File: src/rtl/ltc2624_pkg.sv
// LTC2624 responder shared definitions:
// command nibbles, frame fields, FSM states.
package ltc2624_pkg;

  localparam logic [3:0] CMD_WRITE            = 4'b0000;
  localparam logic [3:0] CMD_UPDATE           = 4'b0001;
  localparam logic [3:0] CMD_WRITE_UPDATE_ALL = 4'b0010;
  localparam logic [3:0] CMD_WRITE_UPDATE     = 4'b0011;
  localparam logic [3:0] CMD_NOP              = 4'b1111;

  localparam logic [3:0] ADDR_ALL = 4'hF;

  localparam int CMD_LSB  = 20;
  localparam int ADDR_LSB = 16;
  localparam int DATA_LSB = 4;

  typedef enum logic [1:0] {
    ST_IDLE,
    ST_SHIFT,
    ST_COMMIT
  } state_e;

  // One-hot channel mask for an address nibble
  function automatic logic [3:0] addr_sel(
    input logic [3:0] addr
  );
    logic [3:0] sel;
    sel = 4'b0000;
    unique case (1'b1)
      (addr == ADDR_ALL): sel = 4'b1111;
      (addr < 4'd4):      sel = 4'b0001 << addr[1:0];
      default:            sel = 4'b0000;
    endcase
    return sel;
  endfunction

endpackage

File: src/rtl/ltc2624_spi_responder_if.sv
// SPI pin bundle between the DAC adapter
// (master) and the LTC2624 responder (slave).
interface ltc2624_spi_responder_if;

  logic SPI_SCK;
  logic SPI_MOSI;
  logic SPI_MISO;
  logic DAC_CS;
  logic DAC_CLR;

  modport master (
    output SPI_SCK,
    output SPI_MOSI,
    output DAC_CS,
    output DAC_CLR,
    input  SPI_MISO
  );

  modport slave (
    input  SPI_SCK,
    input  SPI_MOSI,
    input  DAC_CS,
    input  DAC_CLR,
    output SPI_MISO
  );

endinterface

File: src/rtl/spi_edge_sync.sv
// Multi-flop synchronizer for one async pin
// with rise/fall detection on the last stage.
module spi_edge_sync #(
  parameter int   SYNC_STAGES = 2,
  parameter logic RST_VAL     = 1'b0
) (
  input  logic clk,
  input  logic rst_n,
  input  logic din,
  output logic dout,
  output logic rise,
  output logic fall
);

  logic [SYNC_STAGES-1:0] sync_q, sync_d;
  logic                   dly_q, dly_d;

  // Shift the pin through the chain; delay flop trails the last stage
  always_comb begin
    sync_d = {sync_q[SYNC_STAGES-2:0], din};
    dly_d  = sync_q[SYNC_STAGES-1];
  end

  // Chain registers, reset to the pin's idle level
  always_ff @(posedge clk or negedge rst_n) begin
    if (!rst_n) begin
      sync_q <= {SYNC_STAGES{RST_VAL}};
      dly_q  <= RST_VAL;
    end else begin
      sync_q <= sync_d;
      dly_q  <= dly_d;
    end
  end

  assign dout = sync_q[SYNC_STAGES-1];
  assign rise = dout & ~dly_q;
  assign fall = ~dout & dly_q;

endmodule

File: src/rtl/ltc2624_spi_responder.sv
// LTC2624 quad DAC SPI slave model: decodes
// 32-bit frames, echoes the previous frame.
module ltc2624_spi_responder
  import ltc2624_pkg::*;
#(
  parameter int FRAME_BITS  = 32,
  parameter int DATA_BITS   = 12,
  parameter int SYNC_STAGES = 2
) (
  input  logic                 CLOCK,
  input  logic                 RESET,
  ltc2624_spi_responder_if.slave spi,
  output logic [DATA_BITS-1:0] OUT_A,
  output logic [DATA_BITS-1:0] OUT_B,
  output logic [DATA_BITS-1:0] OUT_C,
  output logic [DATA_BITS-1:0] OUT_D,
  output logic                 FRAME_VALID,
  output logic                 FRAME_ERROR,
  output logic [3:0]           LAST_CMD,
  output logic [3:0]           LAST_ADDR
);

  localparam int CNT_W = $clog2(FRAME_BITS + 2);
  localparam logic [CNT_W-1:0] CNT_FULL = CNT_W'(FRAME_BITS);
  localparam logic [CNT_W-1:0] CNT_SAT  = CNT_W'(FRAME_BITS + 1);

  logic sck_lvl, sck_rise, sck_fall;
  logic mosi_lvl, mosi_rise, mosi_fall;
  logic cs_lvl, cs_rise, cs_fall;
  logic clr_n, clr_rise, clr_fall;
  logic unused_sync;

  spi_edge_sync #(
    .SYNC_STAGES(SYNC_STAGES), .RST_VAL(1'b0)
  ) u_sck (
    .clk(CLOCK), .rst_n(RESET), .din(spi.SPI_SCK),
    .dout(sck_lvl), .rise(sck_rise), .fall(sck_fall)
  );

  spi_edge_sync #(
    .SYNC_STAGES(SYNC_STAGES), .RST_VAL(1'b0)
  ) u_mosi (
    .clk(CLOCK), .rst_n(RESET), .din(spi.SPI_MOSI),
    .dout(mosi_lvl), .rise(mosi_rise), .fall(mosi_fall)
  );

  spi_edge_sync #(
    .SYNC_STAGES(SYNC_STAGES), .RST_VAL(1'b1)
  ) u_cs (
    .clk(CLOCK), .rst_n(RESET), .din(spi.DAC_CS),
    .dout(cs_lvl), .rise(cs_rise), .fall(cs_fall)
  );

  spi_edge_sync #(
    .SYNC_STAGES(SYNC_STAGES), .RST_VAL(1'b1)
  ) u_clr (
    .clk(CLOCK), .rst_n(RESET), .din(spi.DAC_CLR),
    .dout(clr_n), .rise(clr_rise), .fall(clr_fall)
  );

  assign unused_sync = ^{sck_lvl, mosi_rise, mosi_fall,
                         cs_lvl, clr_rise, clr_fall};

  state_e state_q, state_d;

  logic [FRAME_BITS-1:0] sr_q, sr_d;
  logic [CNT_W-1:0]      cnt_q, cnt_d;
  logic                  miso_q, miso_d;

  logic [3:0][DATA_BITS-1:0] in_q, in_d;
  logic [3:0][DATA_BITS-1:0] out_q, out_d;
  logic [3:0][DATA_BITS-1:0] wr_in;

  logic [3:0] last_cmd_q, last_cmd_d;
  logic [3:0] last_addr_q, last_addr_d;
  logic       valid_q, valid_d;
  logic       error_q, error_d;

  logic [3:0]           f_cmd, f_addr, f_sel;
  logic [DATA_BITS-1:0] f_data;

  assign f_cmd  = sr_q[CMD_LSB +: 4];
  assign f_addr = sr_q[ADDR_LSB +: 4];
  assign f_data = sr_q[DATA_LSB +: DATA_BITS];
  assign f_sel  = addr_sel(f_addr);

  // State register
  always_ff @(posedge CLOCK or negedge RESET) begin
    if (!RESET) state_q <= ST_IDLE;
    else        state_q <= state_d;
  end

  // Next state: CS frames the SHIFT phase, COMMIT lasts one cycle
  always_comb begin
    state_d = state_q;
    unique case (state_q)
      ST_IDLE:   if (cs_fall) state_d = ST_SHIFT;
      ST_SHIFT:  if (cs_rise) state_d = ST_COMMIT;
      ST_COMMIT: state_d = ST_IDLE;
      default:   state_d = ST_IDLE;
    endcase
  end

  // Shift path: capture MOSI on SCK rise, present echo on SCK fall
  always_comb begin
    sr_d   = sr_q;
    cnt_d  = cnt_q;
    miso_d = miso_q;
    unique case (state_q)
      ST_IDLE: begin
        miso_d = 1'b0;
        if (cs_fall) begin
          cnt_d  = '0;
          miso_d = sr_q[FRAME_BITS-1];
        end
      end
      ST_SHIFT: begin
        if (sck_rise) begin
          sr_d = {sr_q[FRAME_BITS-2:0], mosi_lvl};
          if (cnt_q != CNT_SAT) cnt_d = cnt_q + CNT_W'(1);
        end
        if (sck_fall) miso_d = sr_q[FRAME_BITS-1];
      end
      default: miso_d = 1'b0;
    endcase
  end

  // Commit decode; a held clear overrides any register write
  always_comb begin
    in_d        = in_q;
    out_d       = out_q;
    last_cmd_d  = last_cmd_q;
    last_addr_d = last_addr_q;
    valid_d     = 1'b0;
    error_d     = 1'b0;
    wr_in       = in_q;
    for (int i = 0; i < 4; i++) begin
      if (f_sel[i]) wr_in[i] = f_data;
    end
    if (state_q == ST_COMMIT) begin
      if (cnt_q == CNT_FULL) begin
        valid_d     = 1'b1;
        last_cmd_d  = f_cmd;
        last_addr_d = f_addr;
        unique case (f_cmd)
          CMD_WRITE: in_d = wr_in;
          CMD_UPDATE: begin
            for (int i = 0; i < 4; i++) begin
              if (f_sel[i]) out_d[i] = in_q[i];
            end
          end
          CMD_WRITE_UPDATE_ALL: begin
            in_d  = wr_in;
            out_d = wr_in;
          end
          CMD_WRITE_UPDATE: begin
            in_d = wr_in;
            for (int i = 0; i < 4; i++) begin
              if (f_sel[i]) out_d[i] = f_data;
            end
          end
          CMD_NOP: ;
          default: ;
        endcase
      end else begin
        error_d = 1'b1;
      end
    end
    if (!clr_n) begin
      in_d  = '0;
      out_d = '0;
    end
  end

  // Datapath registers
  always_ff @(posedge CLOCK or negedge RESET) begin
    if (!RESET) begin
      sr_q        <= '0;
      cnt_q       <= '0;
      miso_q      <= 1'b0;
      in_q        <= '0;
      out_q       <= '0;
      last_cmd_q  <= '0;
      last_addr_q <= '0;
      valid_q     <= 1'b0;
      error_q     <= 1'b0;
    end else begin
      sr_q        <= sr_d;
      cnt_q       <= cnt_d;
      miso_q      <= miso_d;
      in_q        <= in_d;
      out_q       <= out_d;
      last_cmd_q  <= last_cmd_d;
      last_addr_q <= last_addr_d;
      valid_q     <= valid_d;
      error_q     <= error_d;
    end
  end

  assign spi.SPI_MISO = miso_q;
  assign OUT_A        = out_q[0];
  assign OUT_B        = out_q[1];
  assign OUT_C        = out_q[2];
  assign OUT_D        = out_q[3];
  assign FRAME_VALID  = valid_q;
  assign FRAME_ERROR  = error_q;
  assign LAST_CMD     = last_cmd_q;
  assign LAST_ADDR    = last_addr_q;

endmodule

File: src/flat_wrapper.sv
// flat-port wrapper written by rule: the top's interface ports become plain ports
module ltc2624_spi_responder_flat import ltc2624_pkg::*;
#(
  parameter int FRAME_BITS  = 32,
  parameter int DATA_BITS   = 12,
  parameter int SYNC_STAGES = 2
)
  (CLOCK, RESET, OUT_A, OUT_B, OUT_C, OUT_D, FRAME_VALID, FRAME_ERROR, LAST_CMD, LAST_ADDR, spi_SPI_SCK, spi_SPI_MOSI, spi_DAC_CS, spi_DAC_CLR, spi_SPI_MISO);
  ltc2624_spi_responder_if spi_i ();
  input  logic CLOCK;
  input  logic RESET;
  output logic [DATA_BITS-1:0] OUT_A;
  output logic [DATA_BITS-1:0] OUT_B;
  output logic [DATA_BITS-1:0] OUT_C;
  output logic [DATA_BITS-1:0] OUT_D;
  output logic FRAME_VALID;
  output logic FRAME_ERROR;
  output logic [3:0] LAST_CMD;
  output logic [3:0] LAST_ADDR;
  input wire logic [$bits(spi_i.SPI_SCK)-1:0] spi_SPI_SCK;
  input wire logic [$bits(spi_i.SPI_MOSI)-1:0] spi_SPI_MOSI;
  input wire logic [$bits(spi_i.DAC_CS)-1:0] spi_DAC_CS;
  input wire logic [$bits(spi_i.DAC_CLR)-1:0] spi_DAC_CLR;
  output wire logic [$bits(spi_i.SPI_MISO)-1:0] spi_SPI_MISO;
  assign spi_i.SPI_SCK = spi_SPI_SCK;
  assign spi_i.SPI_MOSI = spi_SPI_MOSI;
  assign spi_i.DAC_CS = spi_DAC_CS;
  assign spi_i.DAC_CLR = spi_DAC_CLR;
  assign spi_SPI_MISO = spi_i.SPI_MISO;
  ltc2624_spi_responder #(.FRAME_BITS(FRAME_BITS), .DATA_BITS(DATA_BITS), .SYNC_STAGES(SYNC_STAGES)) u_core (.CLOCK(CLOCK), .RESET(RESET), .spi(spi_i), .OUT_A(OUT_A), .OUT_B(OUT_B), .OUT_C(OUT_C), .OUT_D(OUT_D), .FRAME_VALID(FRAME_VALID), .FRAME_ERROR(FRAME_ERROR), .LAST_CMD(LAST_CMD), .LAST_ADDR(LAST_ADDR));
endmodule
File: config.mk
export PLATFORM = sky130hd
export DESIGN_NAME = ltc2624_spi_responder_flat
export DESIGN_NICKNAME = d
export VERILOG_FILES = /design/src/rtl/ltc2624_pkg.sv /design/src/rtl/ltc2624_spi_responder_if.sv /design/src/rtl/spi_edge_sync.sv /design/src/rtl/ltc2624_spi_responder.sv /design/src/flat_wrapper.sv
export SDC_FILE = /design/constraint.sdc
export NUM_CORES = 1
export LEC_CHECK = 0
export ABC_AREA = 1
export BUFFER_PORTS_ARGS = -buffer_cell sky130_fd_sc_hd__buf_4
export CORE_UTILIZATION = 39
export CTS_BUF_LIST = sky130_fd_sc_hd__clkbuf_4 sky130_fd_sc_hd__clkbuf_8 sky130_fd_sc_hd__clkbuf_16
export CTS_CLUSTER_DIAMETER = 40
export DETAILED_ROUTE_END_ITERATION = 16
export PLACE_DENSITY = 0.61
export SETUP_SLACK_MARGIN = 0.02
export SLEW_MARGIN = 20
export SYNTH_ARGS = -nofsm -noshare
export SYNTH_HDL_FRONTEND = slang
export SYNTH_SLANG_ARGS = --single-unit
File: constraint.sdc
create_clock -name CLOCK -period 1.4 [get_ports CLOCK]
set_input_delay 0.28 -clock CLOCK [delete_from_list [all_inputs] [get_ports CLOCK]]
set_output_delay 0.28 -clock CLOCK [all_outputs]
set_load 0.02 [all_outputs]
* Word level (Yosys, flattened, before mapping)
Cells that the tools add are included.
** Cells by class
- Bitwise logic cells :: 8
- Equal/unequal tests :: 25
- $lt $le $gt $ge :: 1
- Add/sub/neg operators :: 1
- Multiplexer cells :: 35
- Shifts and indexed selects :: 1
- Reduce and logical (&&, ||, !) cells :: 13
** Operators by type and width (count)
- $mux W48 :: 7
- $mux W12 :: 12
- $pmux W48 S3 :: 1
- $ne A3 B2 Y1 const B :: 8
- $reduce_and A5 Y1 :: 4
- $mux W6 :: 3
- $ne A2 B1 Y1 const B :: 7
- $pmux W6 S2 :: 1
- $eq A4 B2 Y1 const B :: 2
- $pmux W4 S2 :: 1
- $add A6 B1 Y6 const B :: 1
- $eq A6 B6 Y1 const B :: 1
- $mux W1 :: 6
- $ne A6 B6 Y1 const B :: 1
- $reduce_and A2 Y1 :: 3
- $and A1 B1 Y1 :: 4
- $eq A4 B1 Y1 const B :: 1
- $eq A4 B4 Y1 const B :: 1
- $logic_not A4 Y1 :: 1
- $lt A4 B3 Y1 const B :: 1
- $mux W2 :: 2
- $ne A4 B1 Y1 const B :: 1
- $not A1 Y1 :: 4
- $pmux W2 S2 :: 1
- 10 further kinds :: 10
** Word-level totals
- Bits of input ports :: 6
- Output and inout bits :: 59
- Register bits :: 157
- Logic and storage cells :: 106

* Logic depth before layout (Yosys ltp)
- Word-level depth :: 7
- Mapped depth :: 11
- Gate-level depth less buffers :: 10

* Modules after synthesis
From an unflattened synthesis, not the netlist that was laid out.
** Second synthesis, totals
- Cell total of the unflattened synthesis :: 1015
- Area, all modules :: 7841.3 um^2
** Modules (own cells, without submodules)
- ltc2624_spi_responder :: times used 1, seq. area each 3678.5 um^2, cells an instance 987, area each 7473.4 um^2
- spi_edge_sync at u_core.u_clr ... :: times used 2, seq. area each 78.8 um^2, cells an instance 7, area each 93.8 um^2
- spi_edge_sync at u_core.u_mosi ... :: times used 2, seq. area each 75.1 um^2, cells an instance 7, area each 90.1 um^2

* Worst setup path before layout
OpenSTA, ideal clock, no wires.
- Kind :: register to register
- Start :: register u_core.cnt_q[0]
- End :: register u_core.out_q (netlist bit u_core.OUT_B[10])
- Required time :: 1.283 ns
- Clock period less this slack :: 1.534 ns
- Buffers on the path :: 1
- Setup slack :: -0.134 ns
- Arrival :: 1.417 ns
- Cell stages (with the launch flop) :: 11
- Library setup time :: 0.117 ns
- Path through :: dfrtp_1 -> inv_1 -> ha_1 -> nand3_2 -> nor2_2 -> nor2_4 -> nor2_4 -> inv_2 -> buf_2 -> nand2_1 -> nand2_1
** On the way
- Longest elaborated chain between the ends :: 3
** RTL lines
- start: declaration :: line ltc2624_spi_responder.sv:67 : logic [CNT_W-1:0] cnt_q, cnt_d;
- start signal: assignment :: line ltc2624_spi_responder.sv:189 : cnt_q <= cnt_d;
- $eq A6 B6 Y1 :: line ltc2624_spi_responder.sv:141 : if (cnt_q == CNT_FULL) begin
- $ne A2 B1 Y1 (no line)
- $reduce_and A5 Y1 (no line)
- end signal: assignment :: line ltc2624_spi_responder.sv:192 : out_q <= out_d;
- end: declaration :: line ltc2624_spi_responder.sv:71 : logic [3:0][DATA_BITS-1:0] out_q, out_d;
No other way between the ends.
A chain may end at the register's enable or synchronous reset.

* Final worst setup path
- Start :: register u_core.cnt_q[1]
- End :: register u_core.out_q (netlist bit u_core.OUT_C[1])
Same word-level chain as after synthesis.

==> metrics.md <==
| Metric | Value |
|---|---|
| Actual slew at the worst max-slew pin | 419 ps |
| Endpoint type of the worst setup path | flip-flop |
| Clock slew at reported path FFs | 60 ps |
| Clock sink count | 157 |
| Number of DRC violations after detailed routing | 0 |
| Final net count | 1182 |
| Result of the run | finished with violations |
| Largest net degree at the start of global routing | 53 |
| Setup clock skew after layout | 8.98 ps |
| CP Buf/Inv Count | 3 |
| Hold Violations, Final | 0 |
| Total wirelength of the detailed-routed design | 23700 um |
| Layout filler cell count | 1781 |
| Count of max-cap constraint violations | 0 |
| Die Y-Extent | 144 um |
| Required time at the endpoint of the critical path | 1730 ps |
| Multi-input gate area in the final layout | 3900 um2 |
| Leading register cell type out of synthesis | sky130_fd_sc_hd__dfrtp_1 |
| Antenna violations before repair | 0 |
| Number of antenna cells inserted | 0 |
| Total power after layout | 10.8 mW |
| Buffers from clock root to sink, at most | 2 |
| Total nets after synthesis | 1029 |
| Worst-path cell with the longest stage delay | sky130_fd_sc_hd__dfrtp_1 |
| Port bufs | 64 |
| Maximum level of the CTS H-tree | 4 |
| Biggest cell delay along the critical path | 360 ps |
| Area inside the core boundary | 19500 um2 |
| Clock group share of total power | 0.421 |
| Final weighted congestion of routability-driven global placement | 0.849 |
| WP data arrival | 1950 ps |
| Ratio of cells with drive above 1 in the final layout | 0.315 |
| Power per cell area | 990 nW/um2 |
| Worst min-delay path class | input pin to asynchronous set/reset pin |
| Cells after Synth | 1020 |
| TritonRoute pass-1 iters | 6 |
| Largest fanout of any net on the critical path | 6 |
| Crit share post-route | 1.16 |
| Final WS setup | -219 ps |
| Via count of the first global-routing pass | 6990 |
| CP Launch Point | u_core.cnt_q[1]$_DFFE_PN0P_ |
| Source-to-sink clock delay at the later pin of the worst-skew pair | 440 ps |
| RSZ-0062 raised after global routing | yes |
| Gr ovfl total | 0 |
| Slew headroom | 0.721 |
| Iteration-0 DRC count of the detailed router | 685 |
| Post-DP HPWL | 14900 um |
| CTS buffer count | 17 |
| Site Rows | 51 |
| Synthesis warning total | 0 |
| Worst IR drop on VDD | 0.000954 V |
| Via count normalized by instance count | 5.26 |
| CP dominant cell by count | sky130_fd_sc_hd__nor2_4 |
| Fin. max-slew vios | 0 |
| Overall track demand over capacity in global routing | 0.233 |
| Area taken by flip-flops and latches | 3940 um2 |
| Internal power component | 7.83 mW |
| Worst flop-to-flop path startpoint | u_core.cnt_q[1]$_DFFE_PN0P_ |
| Root Buffer Master | sky130_fd_sc_hd__clkbuf_16 |
| Number of register bits inferred by synthesis | 157 |
| Final sum of negative setup slack | -12740 ps |
| Fraction of power consumed by sequential logic | 0.445 |
| Count of flip-flops with a built-in enable after synthesis | 0 |
| Violations in the final reports | negative setup slack |
| Wirelength per Cell | 16.3 um |
| Share of the yosys chip area belonging to registers | 0.504 |
| DIE AREA | 20600 um2 |
| Final setup violation count | 96 |
| CP Cell Sequence | inv_2 -> ha_4 -> nand3_4 -> nor2_4 -> nor2_4 -> nor2_4 -> buf_12 -> buf_4 -> nand3_4 -> nand2_2 |
| Minimum period implied by the final worst setup slack | 1620 ps |
| Net load switching power | 3.00 mW |
| CP Class | flip-flop to flip-flop |
| Highest attainable clock frequency | 618 MHz |
| Library cells used by synthesis | 27 |
| Portion of total power attributed to combinational logic | 0.134 |
| Leakage component of the power | 5.05 nW |
| Antenna-violating nets left | 0 |
| Clock tree from TritonCTS | built |
| Synth async-reset ratio | 1.00 |
| Number of primary I/O pins | 65 |
| Area growth, synth to finish | 40.0% |
| Die width | 144 um |
| Family with the most delay on the worst path | simple AND/OR/NAND/NOR gates |
| Number of vias in the routed layout | 7628 |
| Global-route wire length before repair | 36600 um |
| Netlist area before placement | 7810 um2 |
| Initial Util | 0.400 |
| Switching Fraction | 0.277 |
| Type of origin of the critical path | flip-flop |
| Mean area per synthesized cell | 7.66 um2 |
Yosys cell counts (2+ instances only):
cell type | instances | share of area
sky130_fd_sc_hd__buf_1 | 3 | 0.0014
sky130_fd_sc_hd__nor2_1 | 16 | 0.0077
sky130_fd_sc_hd__a21oi_1 | 63 | 0.040
sky130_fd_sc_hd__buf_4 | 6 | 0.0058
sky130_fd_sc_hd__a31oi_1 | 2 | 0.0016
sky130_fd_sc_hd__dfstp_2 | 5 | 0.017
sky130_fd_sc_hd__inv_2 | 6 | 0.0029
sky130_fd_sc_hd__clkbuf_1 | 31 | 0.015
sky130_fd_sc_hd__nor2_2 | 4 | 0.0032
sky130_fd_sc_hd__buf_6 | 7 | 0.010
sky130_fd_sc_hd__or2_2 | 2 | 0.0016
sky130_fd_sc_hd__nor2_4 | 5 | 0.0072
sky130_fd_sc_hd__o21ai_1 | 18 | 0.012
sky130_fd_sc_hd__ha_1 | 3 | 0.0048
sky130_fd_sc_hd__dfrtp_1 | 152 | 0.49
sky130_fd_sc_hd__nand2_1 | 325 | 0.16
sky130_fd_sc_hd__inv_1 | 83 | 0.040
sky130_fd_sc_hd__buf_2 | 14 | 0.0090
sky130_fd_sc_hd__nand3_1 | 201 | 0.13
sky130_fd_sc_hd__o21ai_0 | 67 | 0.043
metal layers:
layer | wire (um) | GRT usage
met1 | 10500 | 0.324
met2 | 11000 | 0.357
met4 | 608 | 0.0890
met3 | 1540 | 0.0463
met5 | 0 | 0
logic make-up after synthesis:
kind of cell / after synthesis / share of synthesized area
compound gates: 151 / 0.0972
xor+xnor: 1 / 0.00112
fa+ha+maj: 3 / 0.00480
buf+inv: 150 / 0.0839
flops: 157 / 0.504
simple gates: 558 / 0.309
power groups by stage:
| stage | logic (mW) | clock network, mW | registers (mW) |
|---|---|---|---|
| detailed placement | 1.12 | 0 | 4.89 |
| global placement | 1.10 | 0 | 4.89 |
| global route | 1.61 | 4.85 | 4.84 |
| floorplan | 0.579 | 0 | 4.90 |
| finish | 1.45 | 4.56 | 4.82 |
| CTS | 1.25 | 4.63 | 4.82 |
state kept, by name (all words and copies together), names as in the netlist:
register	count
u_core.sr_q	32
u_core.OUT_D	12
u_core.u_cs.sync_q	2
u_core.cnt_q	6
u_core.FRAME_ERROR	1
u_core.u_sck.dly_q	1
u_core.u_mosi.sync_q	2
u_core.state_q	2
u_core.OUT_B	12
u_core.u_cs.dly_q	1
u_core.u_sck.sync_q	2
u_core.LAST_ADDR	4
u_core.u_clr.sync_q	2
u_core.OUT_A	12
u_core.in_q	48
u_core.OUT_C	12
u_core.LAST_CMD	4
u_core.FRAME_VALID	1
u_core.spi.SPI_MISO	1
placed cells by master (no fill, tap or decap), drive strengths merged:
| cell type | instances |
|---|---|
| nand3 | 202 |
| dlygate4sd3 | 5 |
| buf | 179 |
| nand2 | 328 |
| dfrtp | 152 |
| o21ai | 85 |
| bufinv | 1 |
| nor3 | 1 |
| nand4 | 1 |
| ha | 3 |
| clkinvlp | 7 |
| a21oi | 63 |
| inv | 94 |
| clkbuf | 23 |
| dfstp | 5 |
| nor2 | 26 |
| xor2 | 1 |
| clkinv | 5 |
| or2 | 2 |
| o22ai | 1 |
| a31oi | 2 |
per-stage QoR:
| stage | cells | utilization | hold WS [ps] | setup WS [ps] | area (um2) |
|---|---|---|---|---|---|
| 6_report | 1451 | 0.560 | 310 | -219 | 10900 |
| 5_1_grt | 1451 | 0.560 | 327 | -293 | 10900 |
| 4_1_cts | 1435 | 0.529 | 315 | -181 | 10300 |
| 3_5_place_dp | 1387 | 0.473 | 210 | -350 | 9230 |
| 3_3_place_gp | 1387 | 0.473 | 209 | -326 | 9230 |
| 2_1_floorplan | 1020 | - | -15.6 | -70.9 | 7880 |
repair_timing:
item | 4_1_cts | 5_1_grt
resized for setup | 101 | 114
hold buffers | 5 | 0
setup endpoints to repair | 111 | 143
gates cloned | 4 | 8
setup buffers | 7 | 11
endpoints found under the hold margin | 28 | 0
pin swaps | 39 | 35
worst paths after layout:
path	endpoint	slack, ps	cells past startpoint
worst max-delay path	u_core.OUT_C[1]$_DFFE_PN0P_	-220	10
worst min-delay path	u_core.u_mosi.sync_q[0]$_DFF_PN0_	310	2
worst max register to register	u_core.OUT_C[1]$_DFFE_PN0P_	-220	10
worst min register to register	u_core.u_sck.sync_q[1]$_DFF_PN0_	350	0
max in group asynchronous	u_core.u_cs.sync_q[0]$_DFF_PN1_	540	3
min in group CLOCK	u_core.u_sck.sync_q[1]$_DFF_PN0_	350	0
layout make-up:
type                       count  area share
tap                          265      0.0303
timing repair inverter         4     0.00320
clock buffer                  18      0.0401
multi-input combinational    715       0.356
inverter                      89      0.0341
sequential                   157       0.360
clock inverter                14      0.0122
timing repair buffer         189       0.164
No activity file was read; power rests on OpenSTA's default activity.
